[src/rtl/mem_port_arbiter_if.sv]
// Request/response bundle for one side of the 128-bit line-memory port.
// The master modport drives a request; the slave modport accepts it and answers.
interface mem_port_arbiter_if #(
  parameter int ADDR_W = 32,
  parameter int DATA_W = 128,
  parameter int STRB_W = DATA_W / 8
);
  logic              req;
  logic              we;
  logic [ADDR_W-1:0] addr;
  logic [DATA_W-1:0] wdata;
  logic [STRB_W-1:0] wstrb;
  logic              gnt;
  logic              rvalid;
  logic [DATA_W-1:0] rdata;

  modport master (
    output req, we, addr, wdata, wstrb,
    input  gnt, rvalid, rdata
  );

  modport slave (
    input  req, we, addr, wdata, wstrb,
    output gnt, rvalid, rdata
  );
endinterface

[src/rtl/mem_port_arbiter.sv]
// Shares one line-memory port between the I-cache (m0) and D-cache (m1) refill masters.
// Define MEM_ARB_RR_EN for round-robin arbitration; otherwise m1 has fixed priority.
module mem_port_arbiter #(
  parameter int ADDR_W = 32,
  parameter int DATA_W = 128,
  parameter int STRB_W = DATA_W / 8
) (
  input  logic               clk_i,
  input  logic               rst_ni,
  mem_port_arbiter_if.slave  m0,
  mem_port_arbiter_if.slave  m1,
  mem_port_arbiter_if.master mem,
  output logic               busy_o,
  output logic               owner_o
);

  typedef enum logic [1:0] {IDLE, REQ, RESP} state_t;

  state_t            state;
  logic              req_q;
  logic              we_q;
  logic [ADDR_W-1:0] addr_q;
  logic [DATA_W-1:0] wdata_q;
  logic [STRB_W-1:0] wstrb_q;
  logic              owner_q;
  logic              winner;
  logic              gnt_now;
  logic              rsp_now;

`ifdef MEM_ARB_RR_EN
  logic last_q;

  // On a conflict the master not served last wins; a lone requester always wins.
  always_comb begin
    winner = m1.req;
    if (m0.req && m1.req) winner = ~last_q;
  end
`else
  always_comb begin
    winner = m1.req;
  end
`endif

  always_ff @(posedge clk_i) begin
    if (!rst_ni) begin
      state   <= IDLE;
      req_q   <= 1'b0;
      we_q    <= 1'b0;
      addr_q  <= '0;
      wdata_q <= '0;
      wstrb_q <= '0;
      owner_q <= 1'b0;
`ifdef MEM_ARB_RR_EN
      last_q  <= 1'b1;
`endif
    end else begin
      case (state)
        IDLE: begin
          if (m0.req || m1.req) begin
            state   <= REQ;
            req_q   <= 1'b1;
            owner_q <= winner;
            we_q    <= winner ? m1.we    : m0.we;
            addr_q  <= winner ? m1.addr  : m0.addr;
            wdata_q <= winner ? m1.wdata : m0.wdata;
            wstrb_q <= winner ? m1.wstrb : m0.wstrb;
`ifdef MEM_ARB_RR_EN
            last_q  <= winner;
`endif
          end
        end
        REQ: begin
          if (mem.gnt) begin
            req_q <= 1'b0;
            state <= mem.rvalid ? IDLE : RESP;
          end
        end
        RESP: begin
          if (mem.rvalid) state <= IDLE;
        end
        default: begin
          state <= IDLE;
          req_q <= 1'b0;
        end
      endcase
    end
  end

  // Grant and response are passed through in the cycle memory signals them,
  // and suppressed while reset is asserted so an abandoned transfer never answers.
  assign gnt_now = rst_ni && (state == REQ) && mem.gnt;
  assign rsp_now = rst_ni && mem.rvalid && (((state == REQ) && mem.gnt) || (state == RESP));

  assign m0.gnt    = gnt_now && !owner_q;
  assign m1.gnt    = gnt_now &&  owner_q;
  assign m0.rvalid = rsp_now && !owner_q;
  assign m1.rvalid = rsp_now &&  owner_q;
  assign m0.rdata  = mem.rdata;
  assign m1.rdata  = mem.rdata;

  assign mem.req   = req_q;
  assign mem.we    = we_q;
  assign mem.addr  = addr_q;
  assign mem.wdata = wdata_q;
  assign mem.wstrb = wstrb_q;

  assign busy_o  = (state != IDLE);
  assign owner_o = owner_q;

endmodule
[src/flat_wrapper.sv]
// flat-port wrapper written by rule: the top's interface ports become plain ports
module mem_port_arbiter_flat 
#(
  parameter int ADDR_W = 32,
  parameter int DATA_W = 128,
  parameter int STRB_W = DATA_W / 8
)
  (clk_i, rst_ni, busy_o, owner_o, m0_req, m0_we, m0_addr, m0_wdata, m0_wstrb, m0_gnt, m0_rvalid, m0_rdata, m1_req, m1_we, m1_addr, m1_wdata, m1_wstrb, m1_gnt, m1_rvalid, m1_rdata, mem_req, mem_we, mem_addr, mem_wdata, mem_wstrb, mem_gnt, mem_rvalid, mem_rdata);
  mem_port_arbiter_if #(.ADDR_W(ADDR_W), .DATA_W(DATA_W), .STRB_W(STRB_W)) m0_i ();
  mem_port_arbiter_if #(.ADDR_W(ADDR_W), .DATA_W(DATA_W), .STRB_W(STRB_W)) m1_i ();
  mem_port_arbiter_if #(.ADDR_W(ADDR_W), .DATA_W(DATA_W), .STRB_W(STRB_W)) mem_i ();
  input  logic clk_i;
  input  logic rst_ni;
  output logic busy_o;
  output logic owner_o;
  input wire logic [$bits(m0_i.req)-1:0] m0_req;
  input wire logic [$bits(m0_i.we)-1:0] m0_we;
  input wire logic [$bits(m0_i.addr)-1:0] m0_addr;
  input wire logic [$bits(m0_i.wdata)-1:0] m0_wdata;
  input wire logic [$bits(m0_i.wstrb)-1:0] m0_wstrb;
  output wire logic [$bits(m0_i.gnt)-1:0] m0_gnt;
  output wire logic [$bits(m0_i.rvalid)-1:0] m0_rvalid;
  output wire logic [$bits(m0_i.rdata)-1:0] m0_rdata;
  input wire logic [$bits(m1_i.req)-1:0] m1_req;
  input wire logic [$bits(m1_i.we)-1:0] m1_we;
  input wire logic [$bits(m1_i.addr)-1:0] m1_addr;
  input wire logic [$bits(m1_i.wdata)-1:0] m1_wdata;
  input wire logic [$bits(m1_i.wstrb)-1:0] m1_wstrb;
  output wire logic [$bits(m1_i.gnt)-1:0] m1_gnt;
  output wire logic [$bits(m1_i.rvalid)-1:0] m1_rvalid;
  output wire logic [$bits(m1_i.rdata)-1:0] m1_rdata;
  output wire logic [$bits(mem_i.req)-1:0] mem_req;
  output wire logic [$bits(mem_i.we)-1:0] mem_we;
  output wire logic [$bits(mem_i.addr)-1:0] mem_addr;
  output wire logic [$bits(mem_i.wdata)-1:0] mem_wdata;
  output wire logic [$bits(mem_i.wstrb)-1:0] mem_wstrb;
  input wire logic [$bits(mem_i.gnt)-1:0] mem_gnt;
  input wire logic [$bits(mem_i.rvalid)-1:0] mem_rvalid;
  input wire logic [$bits(mem_i.rdata)-1:0] mem_rdata;
  assign m0_i.req = m0_req;
  assign m0_i.we = m0_we;
  assign m0_i.addr = m0_addr;
  assign m0_i.wdata = m0_wdata;
  assign m0_i.wstrb = m0_wstrb;
  assign m0_gnt = m0_i.gnt;
  assign m0_rvalid = m0_i.rvalid;
  assign m0_rdata = m0_i.rdata;
  assign m1_i.req = m1_req;
  assign m1_i.we = m1_we;
  assign m1_i.addr = m1_addr;
  assign m1_i.wdata = m1_wdata;
  assign m1_i.wstrb = m1_wstrb;
  assign m1_gnt = m1_i.gnt;
  assign m1_rvalid = m1_i.rvalid;
  assign m1_rdata = m1_i.rdata;
  assign mem_req = mem_i.req;
  assign mem_we = mem_i.we;
  assign mem_addr = mem_i.addr;
  assign mem_wdata = mem_i.wdata;
  assign mem_wstrb = mem_i.wstrb;
  assign mem_i.gnt = mem_gnt;
  assign mem_i.rvalid = mem_rvalid;
  assign mem_i.rdata = mem_rdata;
  mem_port_arbiter #(.ADDR_W(ADDR_W), .DATA_W(DATA_W), .STRB_W(STRB_W)) u_core (.clk_i(clk_i), .rst_ni(rst_ni), .m0(m0_i), .m1(m1_i), .mem(mem_i), .busy_o(busy_o), .owner_o(owner_o));
endmodule
[config.mk]
export PLATFORM = sky130hd
export DESIGN_NAME = mem_port_arbiter_flat
export DESIGN_NICKNAME = d
export VERILOG_FILES = /design/src/rtl/mem_port_arbiter_if.sv /design/src/rtl/mem_port_arbiter.sv /design/src/flat_wrapper.sv
export SDC_FILE = /design/constraint.sdc
export NUM_CORES = 1
export LEC_CHECK = 0
export CAP_MARGIN = 15
export CORE_AREA = 10 10 353 355
export DETAILED_ROUTE_END_ITERATION = 12
export DIE_AREA = 0 0 363 365
export HOLD_SLACK_MARGIN = 0.05
export SLEW_MARGIN = 10
export SYNTH_ARGS = -nofsm -noshare
export SYNTH_HDL_FRONTEND = slang
export SYNTH_SLANG_ARGS = --single-unit
[constraint.sdc]
create_clock -name clk_i -period 3.7 [get_ports clk_i]
set_input_delay 0.74 -clock clk_i [delete_from_list [all_inputs] [get_ports clk_i]]
set_output_delay 0.74 -clock clk_i [all_outputs]
set_load 0.05 [all_outputs]
==> metrics.txt <==
# setup viols final 0; setup TNS 0 ns; Gate power share 0.371; busiest grt layer met2; Vias/cell 3.257; Post-DP HPWL 66.64 mm; GRT Util Overall 0.1117; synthesis warning total 0; final WL 78.03 mm; Pwr per Cell Area 409.6 mW/mm2; max_cap viols 0; synth top area cells dfxtp_1 (34%), buf_4 (18%), o211a_1 (17%); crit path DAT 2.50 ns; fillers 13.26k; Area Growth Syn to Fin 53.83%; H-tree levels 4; Starting Density 0.09079; worst vdd ir 0.2566 mV; status complete, no violations; initial drt markers 561; CTS buffer count 17; largest net degree at the start of global routing 111; commonest non-fill, non-tap cell in the layout clkdlybuf4s50_1; Crit Path Category in -> out; GRT Residual Overflow 0; clock tree buffer depth 2; Max transition margin 0.4354; Fin. Hold Viols 0; CTS Hold Bufs 0; Mapped Area 0.01066 mm2; cell chain of the critical path clkdlybuf4s50_1, and3b_1, o21ai_0, nor2_1, clkdlybuf4s50_1; Top delay family on crit path buffers and inverters; met2 usage 0.1875; RSZ-0062 raised after global routing no; Final Max Tran Viols 0; Setup Skew 0.01792 ns; Cell Rows 126; clock slew at reported path FFs 0.08 ns; layout net count 1,806; I/O Buffers 543; vias in the first global route 9,566; Core ar. 0.1175 mm2; WL/cell 27.15 um; slowest CP cell clkdlybuf4s50_1; Netlist cell types 21; M3 GR Usage 0.08268; ANT nets after route 0; most frequent cells in the layout clkdlybuf4s50_1 (539), dfxtp_1 (181), nand3_1 (178), o211a_1 (178), mux2i_1 (177); clock power share 0.289; CTS tree built; Sw Pwr 2.662 mW; # DRC 0; CP startpoint kind input port; footprint of the multi-input gates 0.004571 mm2; Clock Latency Late Sink 0.52 ns; DIE AREA 0.1325 mm2; M1 GR Usage 0.1077; I/O Pins 928; top-area cell type share of the netlist area 0.3398; Sequential Power Share 0.341; Top cell by count, worst path clkdlybuf4s50_1; CP bufs+invs 2; first-pass GRT wire length 97.79 mm; Worst-Margin Slew 0.8443 ns; Die Ht 365 um; synthesized area per cell 9.773 um2; dpl cells 2,835; Final Wtd Congestion 0.7842; Leak Pwr 7.416 nW; share of cells above drive strength 1 0.04433; chip width 363 um; Synth area leader dfxtp_1; post_cts resized 0; cell-internal power 4.056 mW; worst hold path class reg -> reg; initial antenna violation count 55; routed via count 9,362; Critical Path RT 2.96 ns; clk sinks 181; Crit path largest cell delay 0.81 ns; Post-Syn Nets 1,579; post-synthesis cell count 1,091; sw frac 0.3962; post-CTS setup buffer count 0; post-synthesis register bit count 181; CTS Root Cell clkbuf_16; Max Fclk 308.3 MHz; crit share post-route 0.8768; type of destination of the critical path primary output; TritonRoute pass-1 iters 5; Layout Cells excl Fill 2,874; FF+latch area 0.003623 mm2; fin crit period 3.244 ns; CP Max Fanout 4; register area share after synthesis 0.3398
worst paths after layout:
check	from	to	slack [ns]	cells after the start
setup / recovery	mem_gnt	m1_rvalid	0.46	5
hold / removal	u_core.mem.wdata[108]	u_core.mem.wdata[108]	0.50	1
setup reg to reg	u_core.state[0]	u_core.mem.wdata[36]	1.40	5
hold reg to reg	u_core.mem.wdata[108]	u_core.mem.wdata[108]	0.50	1
power groups by stage:
stage	Sequential, mW	Clock [mW]	Combinational [mW]
2_1_floorplan	3.05	0	1.36
3_3_place_gp	2.32	0	2.54
3_5_place_dp	2.33	0	2.55
4_1_cts	2.29	2.08	2.55
5_1_grt	2.32	2.10	2.63
6_report	2.29	1.94	2.49
logic make-up (layout without fill, tap and decap cells):
kind of cell    after synthesis  count (layout)  share of synthesized area
compound gates              183             183                     0.1699
buf+inv                     356             596                     0.2318
flops                       181             181                     0.3398
mux                         177             177                     0.1662
other cells                   0               7                          0
simple gates                194             194                    0.09235
stage by stage:
step	setup WS (ns)	hold slack (ns)	util	total power, mW	instance area [um2]
floorplan	0.4318	0.5646	-	4.415	10660
global placement	0.4446	0.4783	0.1345	4.864	15800
detailed placement	0.4501	0.4860	0.1345	4.879	15800
CTS	0.4505	0.5047	0.1395	6.921	16380
global route	0.3299	0.5140	0.1395	7.048	16390
finish	0.4559	0.5011	0.1397	6.718	16400
layer usage:
layer | share of wire | routed length [um]
met1 | 0.34 | 26710
met2 | 0.47 | 36960
met3 | 0.16 | 12330
met4 | 0.024 | 1889
met5 | 0.0019 | 145
cell type report:
class	instances	share of cell area
timing repair buffer	562	0.3463
sequential	181	0.2209
antenna	7	0.001068
clock inverter	15	0.009535
inverter	2	0.0004577
clock buffer	17	0.02594
multi-input combinational	554	0.2787
tap	1536	0.1172
worst reg2reg max path: cells and delay by family (launching register included):
family,cells,cell delay [ns]
and+or+nand+nor,2,0.45
AOI/OAI and AO/OA,1,0.20
DFF,1,0.39
buffers and inverters,2,1.15
state kept, by name, summed over array words and instances, names as in the netlist:
name / flops
u_core.owner_o: 1
u_core.mem.req: 1
u_core.mem.addr: 32
u_core.mem.we: 1
u_core.state: 2
u_core.mem.wstrb: 16
u_core.mem.wdata: 128
synth_stat cells (all sizes together):
master  number
a22oi        1
nand2        3
mux2i      177
nor2b        3
buf        322
inv          2
dfxtp      181
o21ai        3
a21boi       1
nor2         7
o211a      178
nor3b        1
or2          1
and3b        1
clkbuf      32
nand3      178
(Power assumes the default switching activity.)
